<file path="src/rtl/board_mem_hist.sv">
// board_mem_hist
// Game-board memory holding a SIDE x SIDE grid of CELL_W-bit cells, where the
// value 0 means empty. The block accepts validated single-cell writes and
// keeps a bounded LIFO of moves so the controller can undo them. When the
// history is full, pushing a new move drops the oldest entry.
//
// Ports
//   clk       system clock; all state changes on the rising edge
//   reset     synchronous, active-high
//   wr_en     write request
//   wr_addr   cell index (row*SIDE + col)
//   wr_state  value to write; 0 is illegal
//   undo      pop the last move and restore the previous cell value
//   clear     empty the board and the history in one cycle
//   gBoard    flat board; cell i sits at gBoard[i*CELL_W +: CELL_W]
//   wr_ack    one-cycle pulse: the previous-cycle write was accepted
//   wr_err    one-cycle pulse: the previous-cycle write was rejected
//   occ_cnt   number of non-empty cells
//   full      high when every cell is occupied
//   hist_cnt  number of valid history entries
module board_mem_hist #(
    parameter int SIDE       = 3,
    parameter int CELL_W     = 2,
    parameter int HIST_DEPTH = 9,
    parameter int OVERWRITE  = 0,
    localparam int CELLS     = SIDE * SIDE,
    localparam int AW        = $clog2(CELLS),
    localparam int OW        = $clog2(CELLS + 1),
    localparam int HW        = $clog2(HIST_DEPTH + 1)
) (
    input  logic                    clk,
    input  logic                    reset,
    input  logic                    wr_en,
    input  logic [AW-1:0]           wr_addr,
    input  logic [CELL_W-1:0]       wr_state,
    input  logic                    undo,
    input  logic                    clear,
    output logic [CELLS*CELL_W-1:0] gBoard,
    output logic                    wr_ack,
    output logic                    wr_err,
    output logic [OW-1:0]           occ_cnt,
    output logic                    full,
    output logic [HW-1:0]           hist_cnt
);
    localparam int PW = (HIST_DEPTH > 1) ? $clog2(HIST_DEPTH) : 1;

    logic [CELL_W-1:0] cells     [CELLS];
    logic [AW-1:0]     hist_addr [HIST_DEPTH];
    logic [CELL_W-1:0] hist_val  [HIST_DEPTH];

    // wp is the slot the next push writes. When the history is full, that
    // slot holds the oldest entry, so a push overwrites it naturally.
    logic [PW-1:0]     wp, wp_nxt, top;
    logic [CELL_W-1:0] old_val, pop_val;
    logic [AW-1:0]     pop_addr;
    logic              addr_ok, do_write, do_undo, err_nxt;
    logic [OW-1:0]     occ_nxt;
    logic [HW-1:0]     hcnt_nxt;

    for (genvar g = 0; g < CELLS; g++) begin : g_flat
        assign gBoard[g*CELL_W +: CELL_W] = cells[g];
    end

    always_comb begin
        // Out-of-range addresses match no cell and read back as empty. Such
        // writes are rejected anyway, so the value read here is never used.
        old_val = '0;
        for (int i = 0; i < CELLS; i++) begin
            if (wr_addr == AW'(i)) old_val = cells[i];
        end
        addr_ok  = 32'(wr_addr) < 32'(CELLS);
        top      = (wp == '0) ? PW'(HIST_DEPTH - 1) : wp - 1'b1;
        pop_addr = hist_addr[top];
        pop_val  = hist_val[top];

        // A raised undo blocks the write even when the history is empty.
        do_undo  = !clear && undo && (hist_cnt != '0);
        do_write = !clear && !undo && wr_en && addr_ok && (wr_state != '0)
                   && ((old_val == '0) || (OVERWRITE != 0));
        err_nxt  = wr_en && !do_write;

        occ_nxt  = occ_cnt;
        hcnt_nxt = hist_cnt;
        wp_nxt   = wp;
        if (clear) begin
            occ_nxt  = '0;
            hcnt_nxt = '0;
            wp_nxt   = '0;
        end else if (do_undo) begin
            hcnt_nxt = hist_cnt - 1'b1;
            wp_nxt   = top;
            if (pop_val == '0) occ_nxt = occ_cnt - 1'b1;
        end else if (do_write) begin
            if (old_val == '0) occ_nxt = occ_cnt + 1'b1;
            wp_nxt = (wp == PW'(HIST_DEPTH - 1)) ? '0 : wp + 1'b1;
            if (hist_cnt != HW'(HIST_DEPTH)) hcnt_nxt = hist_cnt + 1'b1;
        end
    end

    always_ff @(posedge clk) begin
        if (reset) begin
            wp       <= '0;
            hist_cnt <= '0;
            occ_cnt  <= '0;
            full     <= 1'b0;
            wr_ack   <= 1'b0;
            wr_err   <= 1'b0;
        end else begin
            wp       <= wp_nxt;
            hist_cnt <= hcnt_nxt;
            occ_cnt  <= occ_nxt;
            full     <= (occ_nxt == OW'(CELLS));
            wr_ack   <= do_write;
            wr_err   <= err_nxt;
        end
    end

    always_ff @(posedge clk) begin
        for (int i = 0; i < CELLS; i++) begin
            if (reset || clear)                            cells[i] <= '0;
            else if (do_write && (wr_addr == AW'(i)))      cells[i] <= wr_state;
            else if (do_undo && (pop_addr == AW'(i)))      cells[i] <= pop_val;
        end
    end

    // History contents need no reset; hist_cnt decides which entries are valid.
    always_ff @(posedge clk) begin
        if (!reset && do_write) begin
            hist_addr[wp] <= wr_addr;
            hist_val[wp]  <= old_val;
        end
    end
endmodule

</file>
<file path="config.mk">
export PLATFORM = sky130hd
export DESIGN_NAME = board_mem_hist
export DESIGN_NICKNAME = d
export VERILOG_FILES = /design/src/rtl/board_mem_hist.sv
export SDC_FILE = /design/constraint.sdc
export NUM_CORES = 1
export LEC_CHECK = 0
export CAP_MARGIN = 20
export CORE_ASPECT_RATIO = 0.5
export CORE_MARGIN = 8
export CORE_UTILIZATION = 30
export CTS_BUF_LIST = sky130_fd_sc_hd__clkbuf_4 sky130_fd_sc_hd__clkbuf_8
export DETAILED_ROUTE_END_ITERATION = 8
export PLACE_DENSITY = 0.52
export SYNTH_ARGS = -nofsm -noshare
export SYNTH_HDL_FRONTEND = slang
export SYNTH_SLANG_ARGS = --single-unit
</file>
<file path="constraint.sdc">
create_clock -name clk -period 3.2 [get_ports clk]
set_clock_uncertainty 0.15 [all_clocks]
set_input_delay 0.64 -clock clk [delete_from_list [all_inputs] [get_ports clk]]
set_output_delay 0.64 -clock clk [all_outputs]
set_load 0.02 [all_outputs]
</file>
Word-level counts from Yosys, hierarchy flattened
Memories as Yosys holds them, arrays and structs flattened.
Index checks and enable logic that the tools add are counted.

cells by class
  reductions and logical operators = 43
  eq/ne operators = 19
  order comparisons = 1
  muxes and demuxes = 106
  bitwise logic cells = 18
  add/sub/neg operators = 6

operator list
  operator                                             number
  two-way mux 1 bit                                    67
  two-way mux 2 bit                                    27
  two-way mux 4 bit                                    12
  equality test 4 x 3 -> 1 bit, second input constant  8
  logical AND 1 bit                                    27
  bitwise OR 1 bit                                     18
  equality test 4 x 2 -> 1 bit, second input constant  4
  equality test 4 bit, second input constant           4
  adder 4 x 1 -> 4 bit, second input constant          3
  zero test 4 bit                                      3
  subtractor 4 x 1 -> 4 bit, second input constant     3
  equality test 4 x 1 -> 1 bit, second input constant  2
  nonzero test 2 bit                                   3
  zero test 1 bit                                      4
  zero test 2 bit                                      2
  less-than comparator 4 bit, second input constant    1
  inequality test 4 bit, second input constant         1
  nonzero test 4 bit                                   1
  AND reduction 2 bit                                  1
  OR reduction 2 bit                                   1
  logical OR 1 bit                                     1

word-level totals
  memories = 3
  word-level logic and storage cells = 202
  register bits = 15
  bits in writable memories = 72

memories
  name       words  width  rd ports  clocked after memory_dff  write ports  line  source
  hist_addr  9      4      1         0                         1            48    logic [AW-1:0] hist_addr [HIST_DEPTH];
  cells      9      2      9         0                         9            47    logic [CELL_W-1:0] cells [CELLS];
  hist_val   9      2      1         0                         1            49    logic [CELL_W-1:0] hist_val [HIST_DEPTH];

Depth between registers and ports, before layout
  depth in word-level cells = 18
  mapped depth = 13
  mapped depth without buffers = 10

Worst setup path after synthesis
No wires, ideal clock.

  path kind = reg2reg
  from = reg wp[0]
  to = mem cells[1][0], enable pin
  cell stages (with the launch flop) = 12
  setup time = 322 ps
  path slack = -52 ps
  path buffers = 2
  arrival time = 2780 ps
  required time = 2728 ps
  path through = dfxtp_1 -> buf_4 -> inv_1 -> ha_1 -> buf_6 -> nor3b_4 -> nor2_4 -> mux4_2 -> a211oi_2 -> nor2_1 -> or3_4 -> o211ai_1

RTL lines
  what                    line  source
  from (decl)             53    logic [PW-1:0] wp, wp_nxt, top;
  from (signal assigned)  109   wp <= wp_nxt;
  to (decl)               47

==> results.yml <==
clock_tree:
  clock_insertion_delay_worst_skew_ns: 0.37
  clock_sinks: 87
  holdBufCountCts: 0
  worst_setup_hold_path_clk_slew_ns: 0.09
  tritoncts.num_buffers: 9
  clockRootBuffer: "sky130_fd_sc_hd__clkbuf_8"
  tritoncts: "yes"
  htree_levels: 3
  cts-root-to-sink-buffers: 2
die:
  dieArea_sq_mm: 0.0192
  dieWidth_microns: 188
  design.core.area_sq_mm: 0.0145
  row_count: 31
  fp.dieH_microns: 102
  initial_utilization_pct: 30.7
  top_level_ports: 40
sta:
  final-max-slew-violation-count: 0
  relSlewSlack_pct: 64.0
  setup_viol: 0
  setup_total_negative_slack_ns: 0
  timing.final.hold_violations: 0
  transition_time_of_the_tightest_slew_check_pin_ns: 0.537
  max_freq_mhz: 326
  final_period_minus_worst_setup_slack_ns: 3.06
  fin_worst_hold_slack_ns: 0.392
  post-route-period-util_pct: 95.7
  layout_setup_ws_ns: 0.137
  rsz_0062_raised_after_global_routing: "true"
global_route:
  grt.met1_usage_pct: 18.1
  grt.met3_usage_pct: 2.96
  busiest_layer: "met2"
  initial_antenna_violation_count: 0
  grt_pass1_wl_microns: 20200
  vias_in_the_first_global_route: 3599
  grt_start_max_net_pins: 18
  grt_usage_pct: 13.6
  grt.overflow.total: 0
  met2_usage_pct: 22.2
drt:
  drc: 0
  drt_pass1_iterations: 5
  ant_nets: 0
  post_route_wl_microns: 12800
  routedWlPerCell_microns: 17.8
  detailed_route_vias_per_instance: 5.06
  vias: 3630
  first_iter_violations: 336
critical_path:
  r2r-end: "cells[7][1]$_DFFE_PP_"
  most_common_cell_type_on_the_critical_path: "sky130_fd_sc_hd__or2_2"
  setup.worst_path.end_class: "register"
  path_buf_inv: 1
  r2r.worst_path.cells: 10
  timing.critical_path.depth: 10
  crit_path_start: "wp[0]$_SDFFE_PN0P_"
  crit_path_start_kind: "register"
  critPathTopFamily: "simple AND/OR/NAND/NOR gates"
  path_cells: "buf_4 -> ha_1 -> or2_2 -> nand2_2 -> a211oi_1 -> o21ai_1 -> o2111ai_2 -> or2_2 -> or2_2 -> nand3_1"
  worst-endpoint-required_ns: 3.14
  crit_path_max_cell_delay_ns: 0.37
  crit_path_max_fanout: 12
  r2r_start: "wp[0]$_SDFFE_PN0P_"
  r2r_slack_ns: 0.14
  critPathKind: "register to register"
  crit_slowest_cell: "sky130_fd_sc_hd__or2_2"
  cp_data_arrival_time_ns: 3.00
  cp-endpoint: "cells[7][1]$_DFFE_PP_"
yosys:
  avgSynthCellArea_sq_um: 11.6
  yosys_most_used_dff: "sky130_fd_sc_hd__edfxtp_1"
  syn-cell-area_sq_mm: 0.00445
  synth.yosys.seq_area_share_pct: 55.4
  synth-edff-count: 72
  yosys_register_bits: 87
  synthArstFlopShare_pct: 0
  postSynthCellCount: 385
  synth_fp_nets: 406
  netlist-cell-type-count: 78
  synth-warning-count: 0
layout:
  multi_input_area_sq_mm: 0.00189
  area.sequential_sq_mm: 0.00246
  area_growth_syn_to_layout_pct: 34.8
  nets: 535
  final_core_utilization_pct: 41.4
  drive_above_1_share_pct: 30.6
  antenna-diode-count: 0
  layout.cells.non_filler: 717
  n_fill_cell: 1382
  finish.instance_area_sq_mm: 0.00599
power_and_ir_drop:
  vdd_drop_max_v: 0.000173
  p_leak_nw: 2.18
  power.total_mw: 2.19
  power.density_cell_area_mw_per_mm2: 365
flow_run:
  maxCapViolations: 0
status:
  result_of_the_run: "completed"
place:
  place.detailed.instances: 701
  buffer_ports.inserted: 39
  placedInstanceArea_sq_mm: 0.00574
  gp_congestion: 0.874
  post-dp-hpwl_microns: 9950
  minimum_setup_slack_after_placement_ns: -0.274
min_path:
  hp-class: "register to register"
## tightest hold or removal path, stage by stage (launching register included)
cell and delay (ns):
sky130_fd_sc_hd__dfxtp_1 0.37, sky130_fd_sc_hd__nand2_1 0.08, sky130_fd_sc_hd__a21oi_1 0.05
## what timing repair did
action / in CTS / in global routing
buffers inserted: 0 / 0
hold endpoints to repair: 0 / 0
gates resized for setup: 1 / 18
setup endpoints to repair: 9 / 43
pin swaps: 0 / 3
cloned: 0 / 0
## layer usage
layer | vias up | part of all wire, %
li1 | 1747 | -
met1 | 1789 | 47
met2 | 88 | 47
met3 | 6 | 5.2
met4 | 0 | 0.74
met5 | - | 0
## cell type report
type / instances / area share [%]
multi-input cells: 265 / 31.5
well taps: 198 / 4.13
inverters: 14 / 0.877
clock buffers: 9 / 2.07
repair buffers: 137 / 19.3
flip-flops and latches: 87 / 41.1
clock inverters: 7 / 1.02
## logic make-up after synthesis
family                     synth area share (%)
and+or+nand+nor                            17.7
muxes                                      3.77
xor gates and xnor gates                  0.984
AOI/OAI and AO/OA                          15.5
buffers and inverters                      3.63
DFF                                        55.4
adders and majority gates                  2.98
## where the power goes
| part | switching [mW] | leakage (nW) | total, mW | internal [mW] |
|---|---|---|---|---|
| Sequential | 0.0104 | 0.811 | 1.25 | 1.24 |
| Combinational | 0.105 | 1.28 | 0.197 | 0.0921 |
| Clock | 0.446 | 0.0945 | 0.745 | 0.300 |
| Total | 0.561 | 2.18 | 2.19 | 1.63 |
## cells in the mapped netlist (9+ instances only)
cell / number / area share, %
sky130_fd_sc_hd__edfxtp_1: 72 / 49
sky130_fd_sc_hd__nor2_1: 27 / 2.3
sky130_fd_sc_hd__nand2_1: 23 / 1.9
sky130_fd_sc_hd__nand3_1: 18 / 2.0
sky130_fd_sc_hd__o22ai_1: 16 / 2.3
sky130_fd_sc_hd__dfxtp_1: 15 / 6.8
sky130_fd_sc_hd__inv_1: 14 / 1.2
sky130_fd_sc_hd__a211oi_1: 13 / 2.2
sky130_fd_sc_hd__mux2i_1: 10 / 2.3
sky130_fd_sc_hd__nor3_1: 10 / 1.1
sky130_fd_sc_hd__o21ai_0: 10 / 1.1
sky130_fd_sc_hd__and3_1: 9 / 1.3
sky130_fd_sc_hd__ha_1: 9 / 2.5
## how the worst min path moves through the flow
| stage | slack, ns | cells past startpoint | endpoint | startpoint |
|---|---|---|---|---|
| 5_1_grt | 0.45 | 2 | hist_cnt[2]$_SDFFE_PN0P_ | hist_cnt[2]$_SDFFE_PN0P_ |
| 4_1_cts | 0.40 | 2 | hist_cnt[2]$_SDFFE_PN0P_ | hist_cnt[2]$_SDFFE_PN0P_ |
| 3_5_place_dp | 0.38 | 2 | hist_cnt[2]$_SDFFE_PN0P_ | hist_cnt[2]$_SDFFE_PN0P_ |
| 2_1_floorplan | 0.39 | 2 | wp[1]$_SDFFE_PN0P_ | wp[1]$_SDFFE_PN0P_ |
| 6_report | 0.39 | 2 | hist_cnt[2]$_SDFFE_PN0P_ | hist_cnt[2]$_SDFFE_PN0P_ |
| 3_3_place_gp | 0.38 | 2 | hist_cnt[2]$_SDFFE_PN0P_ | hist_cnt[2]$_SDFFE_PN0P_ |
## placed cells by master (no fill, tap or decap), types with 10 or more instances in the layout
master                            instances
sky130_fd_sc_hd__buf_4                   95
sky130_fd_sc_hd__edfxtp_1                72
sky130_fd_sc_hd__clkdlybuf4s50_1         39
sky130_fd_sc_hd__nor2_1                  25
sky130_fd_sc_hd__nand2_1                 23
sky130_fd_sc_hd__nand3_1                 18
sky130_fd_sc_hd__o22ai_1                 16
sky130_fd_sc_hd__dfxtp_1                 14
sky130_fd_sc_hd__inv_1                   13
sky130_fd_sc_hd__a211oi_1                13
sky130_fd_sc_hd__mux2i_1                 10
## sequential cells by signal, summed over array words and instances (netlist names)
register,cells
hist_addr,36
cells,18
hist_val,18
hist_cnt,4
occ_cnt,4
wp,4
full,1
wr_ack,1
wr_err,1
Note: power is estimated with default switching activity, not from simulation.
